`src/rtl/fetch_pkg.sv`:
```
// Shared definitions for the instruction-fetch unit: FSM state encoding and the NOP filler.
package fetch_pkg;

    typedef enum logic [1:0] {
        ST_FETCH   = 2'd0,
        ST_FULL    = 2'd1,
        ST_DISCARD = 2'd2
    } fetch_state_t;

    // addi x0, x0, 0 -- presented downstream while the queue is empty
    localparam logic [31:0] NOP_INSTR = 32'h0000_0013;

endpackage

```
`src/rtl/fetch_fifo.sv`:
```
// Circular buffer of fetched {pc,instr} pairs; flush empties it in one cycle and wins over push/pop.
module fetch_fifo #(
    parameter int WIDTH = 64,
    parameter int DEPTH = 4,
    localparam int AW = $clog2(DEPTH),
    localparam int CW = AW + 1
) (
    input  logic             clk,
    input  logic             reset,
    input  logic             push,
    input  logic [WIDTH-1:0] wdata,
    input  logic             pop,
    input  logic             flush,
    output logic [WIDTH-1:0] rdata,
    output logic [CW-1:0]    count,
    output logic             full,
    output logic             empty
);

    logic [WIDTH-1:0] mem [DEPTH];
    logic [AW-1:0]    wr_ptr;
    logic [AW-1:0]    rd_ptr;
    logic [CW-1:0]    count_q;
    logic             wr_en;
    logic             rd_en;

    assign empty = (count_q == '0);
    assign full  = (count_q == CW'(DEPTH));
    assign count = count_q;
    assign rdata = mem[rd_ptr];

    assign rd_en = pop && !empty;
    assign wr_en = push && (!full || rd_en);

    // NOTE: sequential state uses non-blocking assignments so every flop samples pre-edge values.
    always_ff @(posedge clk) begin
        if (reset || flush) begin
            wr_ptr  <= '0;
            rd_ptr  <= '0;
            count_q <= '0;
        end else begin
            if (wr_en) wr_ptr <= wr_ptr + AW'(1);
            if (rd_en) rd_ptr <= rd_ptr + AW'(1);
            case ({wr_en, rd_en})
                2'b10:   count_q <= count_q + CW'(1);
                2'b01:   count_q <= count_q - CW'(1);
                default: count_q <= count_q;
            endcase
        end
    end

    // NOTE: storage is not reset; the pointers and count alone decide which entries are live.
    always_ff @(posedge clk) begin
        if (wr_en && !flush) mem[wr_ptr] <= wdata;
    end

endmodule

```
`src/rtl/fetch_queue_unit.sv`:
```
// Instruction-fetch stage: owns the PC, drives i_cache, queues {pc,instr} for IF/ID, flushes on redirect.
// Optional performance counters are built when FETCH_PERF_CNT_EN is defined.
module fetch_queue_unit
    import fetch_pkg::*;
#(
    parameter int              XLEN     = 32,
    parameter int              DEPTH    = 4,
    parameter logic [XLEN-1:0] RESET_PC = '0
) (
    input  logic            CLK,
    input  logic            RESET,
    output logic            IMEM_REQ,
    output logic [XLEN-1:0] IMEM_ADDR,
    input  logic [XLEN-1:0] IMEM_RDATA,
    input  logic            IMEM_BUSYWAIT,
    input  logic            REDIRECT,
    input  logic [XLEN-1:0] REDIRECT_PC,
    output logic            OUT_VALID,
    output logic [XLEN-1:0] OUT_PC,
    output logic [XLEN-1:0] OUT_INSTR,
    input  logic            OUT_READY,
    output logic [31:0]     PERF_STALL,
    output logic [31:0]     PERF_FLUSH
);

    localparam int CW = $clog2(DEPTH) + 1;
    localparam logic [CW-1:0] DEPTH_C = CW'(DEPTH);

    fetch_state_t      state;
    logic              req_q;
    logic [XLEN-1:0]   fetch_pc;
    logic [XLEN-1:0]   pending_pc;
    logic [XLEN-1:0]   target_pc;
    logic              fetch_done;
    logic              do_push;
    logic              do_pop;
    logic [CW-1:0]     count;
    logic [CW-1:0]     count_next;
    logic              fifo_full;
    logic              fifo_empty;
    logic [2*XLEN-1:0] head;
    logic              unused_redirect_lsb;

    assign target_pc           = {REDIRECT_PC[XLEN-1:2], 2'b00};
    assign unused_redirect_lsb = ^REDIRECT_PC[1:0];

    assign fetch_done = req_q && !IMEM_BUSYWAIT;
    assign do_push    = (state == ST_FETCH) && fetch_done && !REDIRECT;
    assign do_pop     = !fifo_empty && OUT_READY && !REDIRECT;

    // NOTE: every always_comb output gets a default first so no latch can be inferred.
    always_comb begin
        count_next = count;
        if (do_push && !do_pop)      count_next = count + CW'(1);
        else if (!do_push && do_pop) count_next = count - CW'(1);
    end

    fetch_fifo #(
        .WIDTH (2 * XLEN),
        .DEPTH (DEPTH)
    ) u_fifo (
        .clk   (CLK),
        .reset (RESET),
        .push  (do_push),
        .wdata ({fetch_pc, IMEM_RDATA}),
        .pop   (do_pop),
        .flush (REDIRECT),
        .rdata (head),
        .count (count),
        .full  (fifo_full),
        .empty (fifo_empty)
    );

    // During DISCARD fetch_pc keeps the abandoned address so IMEM_ADDR stays stable for the refill.
    always_ff @(posedge CLK) begin
        if (RESET) begin
            state      <= ST_FETCH;
            req_q      <= 1'b1;
            fetch_pc   <= RESET_PC;
            pending_pc <= '0;
        end else if (REDIRECT) begin
            req_q <= 1'b1;
            if (req_q && IMEM_BUSYWAIT) begin
                state      <= ST_DISCARD;
                pending_pc <= target_pc;
            end else begin
                state    <= ST_FETCH;
                fetch_pc <= target_pc;
            end
        end else begin
            case (state)
                ST_FETCH: begin
                    if (fetch_done) begin
                        fetch_pc <= fetch_pc + XLEN'(4);
                        if (count_next == DEPTH_C) begin
                            state <= ST_FULL;
                            req_q <= 1'b0;
                        end
                    end
                end
                ST_FULL: begin
                    // Decided on the registered count: a slot freed this edge is refilled next cycle.
                    if (!fifo_full) begin
                        state <= ST_FETCH;
                        req_q <= 1'b1;
                    end
                end
                ST_DISCARD: begin
                    if (!IMEM_BUSYWAIT) begin
                        state    <= ST_FETCH;
                        fetch_pc <= pending_pc;
                    end
                end
                default: begin
                    state <= ST_FETCH;
                    req_q <= 1'b1;
                end
            endcase
        end
    end

    assign IMEM_REQ  = req_q;
    assign IMEM_ADDR = fetch_pc;

    assign OUT_VALID = !fifo_empty;
    assign OUT_PC    = fifo_empty ? '0 : head[2*XLEN-1:XLEN];
    assign OUT_INSTR = fifo_empty ? XLEN'(NOP_INSTR) : head[XLEN-1:0];

`ifdef FETCH_PERF_CNT_EN
    logic [31:0] stall_cnt;
    logic [31:0] flush_cnt;

    always_ff @(posedge CLK) begin
        if (RESET) begin
            stall_cnt <= '0;
            flush_cnt <= '0;
        end else begin
            if (req_q && IMEM_BUSYWAIT && (stall_cnt != '1)) stall_cnt <= stall_cnt + 32'd1;
            if (REDIRECT && (flush_cnt != '1))               flush_cnt <= flush_cnt + 32'd1;
        end
    end

    assign PERF_STALL = stall_cnt;
    assign PERF_FLUSH = flush_cnt;
`else
    assign PERF_STALL = '0;
    assign PERF_FLUSH = '0;
`endif

endmodule

```
`config.mk`:
```
export PLATFORM = sky130hd
export DESIGN_NAME = fetch_queue_unit
export DESIGN_NICKNAME = d
export VERILOG_FILES = /design/src/rtl/fetch_pkg.sv /design/src/rtl/fetch_fifo.sv /design/src/rtl/fetch_queue_unit.sv
export SDC_FILE = /design/constraint.sdc
export NUM_CORES = 1
export LEC_CHECK = 0
export BUFFER_PORTS_ARGS = -buffer_cell sky130_fd_sc_hd__buf_4
export CORE_MARGIN = 5
export CORE_UTILIZATION = 42
export CTS_CLUSTER_DIAMETER = 200
export DETAILED_ROUTE_END_ITERATION = 7
export PLACE_DENSITY = 0.7
export SYNTH_ARGS = -nofsm -noshare
export SYNTH_HDL_FRONTEND = slang
export SYNTH_SLANG_ARGS = --single-unit
export TNS_END_PERCENT = 20
```
`constraint.sdc`:
```
create_clock -name CLK -period 6.69 [get_ports CLK]
set_input_delay 1.0035 -clock CLK [delete_from_list [all_inputs] [get_ports CLK]]
set_output_delay 1.0035 -clock CLK [all_outputs]
set_load 0.05 [all_outputs]
```
==> impl_metrics.toml, run 1 <==
[timing]
slew_headroom = 0.3376
finalHoldViolCount = 0
finalSetupViolations = 0
fmax_mhz = 232.1
min_period_ns = 4.308
fin_tns_setup_ns = 0
post-route-period-util = 0.6440
drv_slew = 0
worstMarginPinSlew_ns = 0.9936
grt_setup_unrepaired = "no"
skew_ns = 0.03117

[floorplanning]
ios = 231
die_height_um = 192.4
die_x_um = 192.4
rows = 66
core_area_um2 = 32700
die_area_um2 = 37020
initial_core_util = 0.4273

[detailed_routing]
drc = 0
wl_mm = 31.64
viasPerCell = 5.319
initialDrtViolationCount = 572
first_pass_iters = 5
ant_nets = 0
wl_per_cell_um = 19.40
vias = 8675

[final_layout]
layout.nets = 1244
final_core_util = 0.5019
layout_common_cells = "248 x edfxtp_1, 168 x buf_4, 108 x nand2_1"
area_growth_pct = 17.45
fin_area_um2 = 16410
drive_gt1_frac = 0.2582
diodes = 0
layout_commonest_cell = "edfxtp_1"
fillers = 2833

[clock_network]
cts_tree = "done"
cts_root_buffer = "clkbuf_16"
cts_buffer_depth = 3
post_cts_buffers = 0
clock-sinks = 320
post_cts_resized = 0
h-tree-depth = 2
clkSlewWorstSetupHoldPaths_ns = 0.06
insertion_delay_ns = 0.52
holdBufCountCts = 0
cts_buffers = 35

[synth]
ys_warn_count = 0
avgSynthCellArea_um2 = 13.69
yosys.cell_types.count = 67
synth_area_um2 = 13970
synth_enable_flop_cells = 248
ys_seq_area_frac = 0.6361
synthArstFlopShare = 0
synth-seq-cells = 320
syn_inst = 1021
synth_flop_cell = "edfxtp_1"

[power]
leakage_uw = 0.005753
combPwrFrac = 0.104
internal-power_uw = 3468
vdd_ir_drop_max_mv = 0.1710
pwr-share-seq = 0.487
switching_share = 0.2477
power_frac_clock = 0.409
p_switching_uw = 1142
power-per-cell-area_nw_per_um2 = 280.9

[setup_path]
rr_worst_depth = 12
path_class = "reg -> out"
worst_ep_arrival_time_ns = 3.30
cp-start-kind = "register"
regToRegEndpoint = "u_fifo.count[2]"
path_cells = "inv_1 -> ha_1 -> nor2b_1 -> clkinv_1 -> buf_4 -> and2_1 -> buf_4"
path_max_fanout = 35
critPathRequiredTime_ns = 5.69
max_stage_delay_ns = 0.74
crit_slowest_cell = "clkinv_1"
end_kind = "output port"
cp_common_cell = "buf_4"
reg2reg_setup_slack_ns = 2.78
regToRegStartpoint = "u_fifo.count[0]"

[grt]
grt_pass1_wl_mm = 48.56
grt_pass1_vias = 8716
grt_max_degree = 67
grtUsageTotal = 0.1671
antenna_found_initial = 1
grt-ovfl-total = 0

[placement]
gp_routability_congestion = 0.8460
dpl_cell_area_um2 = 15280
io_buffers = 160
dp_hpwl_mm = 19.67

[status]
status = "finished, final reports clean"

[min_path]
hold_end = "pending_pc[23]"
hp-class = "reg -> reg"
whs_path_depth = 2
min-delay-start = "pending_pc[23]"

[flow_run]
drv_cap = 0
sequential cells by signal, summed over array words and instances, names as in the netlist, named ones only:
signal,flops
IMEM_ADDR,30
IMEM_REQ,1
pending_pc,30
state,2
u_fifo.count,3
u_fifo.mem,248
u_fifo.rd_ptr,2
u_fifo.wr_ptr,2
cells by family (layout without fill, tap and decap cells):
kind of cell,Yosys count,in the layout,share of synthesized area
other,1,68,0.0002684
multiplexers,66,66,0.1028
XOR/XNOR,12,12,0.007521
flip-flops,320,320,0.6361
AND/OR/NAND/NOR,306,306,0.1133
adder cells (fa/ha/maj),9,9,0.008059
AO/OA/AOI/OAI,168,168,0.07316
buffers and inverters,139,240,0.05883
final cells by class:
cell class | instances | area (um2) | share of cell area
clock buffers | 40 | 915.9 | 0.05581
clock inverters | 20 | 216.5 | 0.01319
inverters | 12 | 45.04 | 0.002745
multi-input cells | 629 | 4524 | 0.2757
flip-flops and latches | 320 | 8896 | 0.5420
well taps | 442 | 553.0 | 0.03370
repair buffers | 168 | 1261 | 0.07685
metal layers:
layer | vias up | track usage | wire length (um) | share of wire
met3 | 55 | 0.03546 | 2500 | 0.079
met5 | - | 0 | 20 | 0.00063
met2 | 325 | 0.2704 | 14950 | 0.47
li1 | 3991 | - | - | -
met4 | 2 | 0.04635 | 729 | 0.023
met1 | 4302 | 0.2305 | 13440 | 0.42
power by group through the flow:
stage	clock network, uW	logic (uW)	registers, uW
5_1_grt	2010	510	2250
6_report	1890	478	2250
3_3_place_gp	0	474	2280
3_5_place_dp	0	479	2290
4_1_cts	1930	480	2250
2_1_floorplan	0	332	2310
synth_stat cells, types with 3 or more instances:
| cell | instances | area [um2] |
|---|---|---|
| xor2_1 | 6 | 52.55 |
| a221oi_1 | 6 | 52.55 |
| nand2_1 | 108 | 405.4 |
| nand2b_1 | 3 | 18.77 |
| xnor2_1 | 6 | 52.55 |
| a21oi_1 | 68 | 340.3 |
| and3_1 | 5 | 31.28 |
| o21a_1 | 3 | 22.52 |
| or3_1 | 3 | 18.77 |
| and2_1 | 65 | 406.6 |
| dfxtp_1 | 72 | 1441 |
| mux4_2 | 62 | 1396 |
| nor2b_1 | 4 | 25.02 |
| a21o_1 | 3 | 22.52 |
| and4_1 | 4 | 35.03 |
| buf_1 | 4 | 15.01 |
| nor3_1 | 13 | 65.06 |
| and3_2 | 5 | 37.54 |
| nor2_1 | 37 | 138.9 |
| or2_2 | 5 | 31.28 |
| clkbuf_1 | 38 | 142.6 |
| nor4_1 | 9 | 56.30 |
| o211ai_1 | 7 | 52.55 |
| mux2i_1 | 4 | 40.04 |
| inv_1 | 11 | 41.29 |
| edfxtp_1 | 248 | 7447 |
| nand3_1 | 18 | 90.09 |
| nand4_1 | 9 | 56.30 |
| o21ai_0 | 39 | 195.2 |
| a31oi_1 | 6 | 37.54 |
| ha_1 | 9 | 112.6 |
| nor4b_1 | 4 | 35.03 |
| buf_4 | 68 | 510.5 |
| o31a_1 | 3 | 26.28 |
| a211oi_1 | 15 | 112.6 |
| buf_2 | 14 | 70.07 |
worst max-delay path by stage:
stage	start	slack [ns]	depth (start not counted)	end
floorplan	IMEM_BUSYWAIT	2.71	5	u_fifo.mem[0][0]
global placement	u_fifo.count[0]	2.69	12	u_fifo.count[2]
detailed placement	u_fifo.count[0]	2.64	12	u_fifo.count[2]
CTS	u_fifo.count[0]	2.22	7	OUT_PC[23]
global route	u_fifo.count[0]	1.97	7	OUT_PC[18]
finish	u_fifo.count[0]	2.38	7	OUT_PC[18]
worst max-delay path, delay by kind of cell, from the launching register on:
kind,cells,cell delay (ns)
DFF,1,0.38
and+or+nand+nor,2,0.64
buffers and inverters,4,1.53
adders and majority gates,1,0.22
stage by stage:
stage / total power (uW) / setup WS [ns] / hold WS (ns) / cells
floorplan: 2642 / 2.712 / 0.4319 / 1088
global placement: 2758 / 2.686 / 0.4368 / 1571
detailed placement: 2767 / 2.643 / 0.4438 / 1571
CTS: 4655 / 2.224 / 0.4524 / 1631
global route: 4775 / 1.966 / 0.4672 / 1631
finish: 4610 / 2.382 / 0.4526 / 1631
No activity file was read; power rests on OpenSTA's default activity.
==> run 2, diff against run 1 <==
- clock period: 6.69 -> 4 ns (I/O delays scaled with it)
==> impl_metrics.toml, run 2 (synthesized netlist as in run 1, its figures left out) <==
[status]
status = "finished, final reports clean"

[timing]
grt_setup_unrepaired = "no"
finalSetupViolations = 0
post-route-period-util = 0.8165
finalHoldViolCount = 0
drv_slew = 0
fmax_mhz = 306.2
slew_headroom = 0.2808
min_period_ns = 3.266
worstMarginPinSlew_ns = 1.079
fin_tns_setup_ns = 0
skew_ns = 0.009399

[grt]
antenna_found_initial = 1
grt-ovfl-total = 0
grt_max_degree = 67
grt_pass1_wl_mm = 49.30
grtUsageTotal = 0.1692
grt_pass1_vias = 8722

[final_layout]
top_register = "u_fifo.mem"
fillers = 2881
layout_common_cells = "248 x edfxtp_1, 173 x buf_4, 108 x nand2_1"
multiInputGateArea_um2 = 4524
drive_gt1_frac = 0.2667
area_growth_pct = 17.71
final_core_util = 0.5030
largest_reg_flops = 248
ff_latch_area_um2 = 8896
diodes = 0
layout_commonest_cell = "edfxtp_1"
layout.nets = 1250

[clock_network]
cts_buffers = 35
post_cts_resized = 0
clkSlewWorstSetupHoldPaths_ns = 0.06
cts_tree = "done"
insertion_delay_ns = 0.51
clock-sinks = 320
h-tree-depth = 2
holdBufCountCts = 0
cts_buffer_depth = 3
cts_root_buffer = "clkbuf_16"
post_cts_buffers = 0

[detailed_routing]
wl_mm = 31.80
initialDrtViolationCount = 627
vias = 8616
ant_nets = 0
first_pass_iters = 5
wl_per_cell_um = 19.42
drc = 0
viasPerCell = 5.260

[flow_run]
drv_cap = 0

[power]
power-per-cell-area_nw_per_um2 = 465.3
vdd_ir_drop_max_mv = 0.2809
leakage_uw = 0.005800

[setup_path]
cp-start-kind = "register"
path_class = "reg -> out"
reg2reg_setup_slack_ns = 1.06
worst_ep_arrival_time_ns = 2.67
path_max_fanout = 60
critPathRequiredTime_ns = 3.40
end_kind = "output port"

[placement]
io_buffers = 160
dp_hpwl_mm = 19.57
gp_routability_congestion = 0.8361

[floorplanning]
die_area_um2 = 37020
initial_core_util = 0.4273
die_x_um = 192.4
core_area_um2 = 32700
die_height_um = 192.4
ios = 231
rows = 66

[min_path]
hp-class = "in -> reg"
## run 2: worst paths after layout
| check | startpoint | end | cells after the start |
|---|---|---|---|
| hold / removal | IMEM_RDATA[0] | u_fifo.mem[1][0] | 1 |
| setup reg to reg | u_fifo.count[0] | u_fifo.mem[0][34] | 8 |
| setup / recovery | u_fifo.count[0] | OUT_PC[27] | 7 |
| hold reg to reg | pending_pc[17] | pending_pc[17] | 2 |
## run 2: cell type report
cell class                      count  area share
Clock buffer                       40     0.05690
Clock inverter                     21     0.01065
Inverter                           12    0.002738
Multi-Input combinational cell    629      0.2751
Sequential cell                   320      0.5408
Tap cell                          442     0.03362
Timing Repair Buffer              174     0.08018
## run 2: power by group
group	total, uW	internal, uW	leakage [uW]	switching, uW
Clock	3090	1820	0.000554	1270
Sequential	3760	3670	0.00286	90.3
Combinational	806	235	0.00239	570
Total	7650	5720	0.00580	1940
## run 2: critical path, stage by stage (launching register included)
cell and delay (ns):
dfxtp_1 0.38, inv_1 0.11, ha_1 0.22, nor2b_1 0.42
clkinv_1 0.19, buf_4 0.31, and2_1 0.27, buf_4 0.20
## run 2: through the flow
stage / instance area [um2] / setup WS [ns] / power [uW] / std cells / hold slack (ns)
4_1_cts: 16450 / 0.6090 / 7734 / 1638 / 0.2678
2_1_floorplan: 14220 / 0.4257 / 4419 / 1088 / 0.4319
5_1_grt: 16450 / 0.4792 / 7938 / 1638 / 0.2676
3_5_place_dp: 15340 / 0.8330 / 4633 / 1577 / 0.4423
3_3_place_gp: 15340 / 0.8502 / 4619 / 1577 / 0.4372
6_report: 16450 / 0.7340 / 7653 / 1638 / 0.2941
## run 2: per-layer routing
layer | GRT usage | routed length, um | vias up
li1 | - | - | 4000
met1 | 0.2355 | 14030 | 4277
met2 | 0.2753 | 15010 | 298
met3 | 0.03419 | 2210 | 39
met4 | 0.04142 | 529 | 2
met5 | 0 | 20 | -
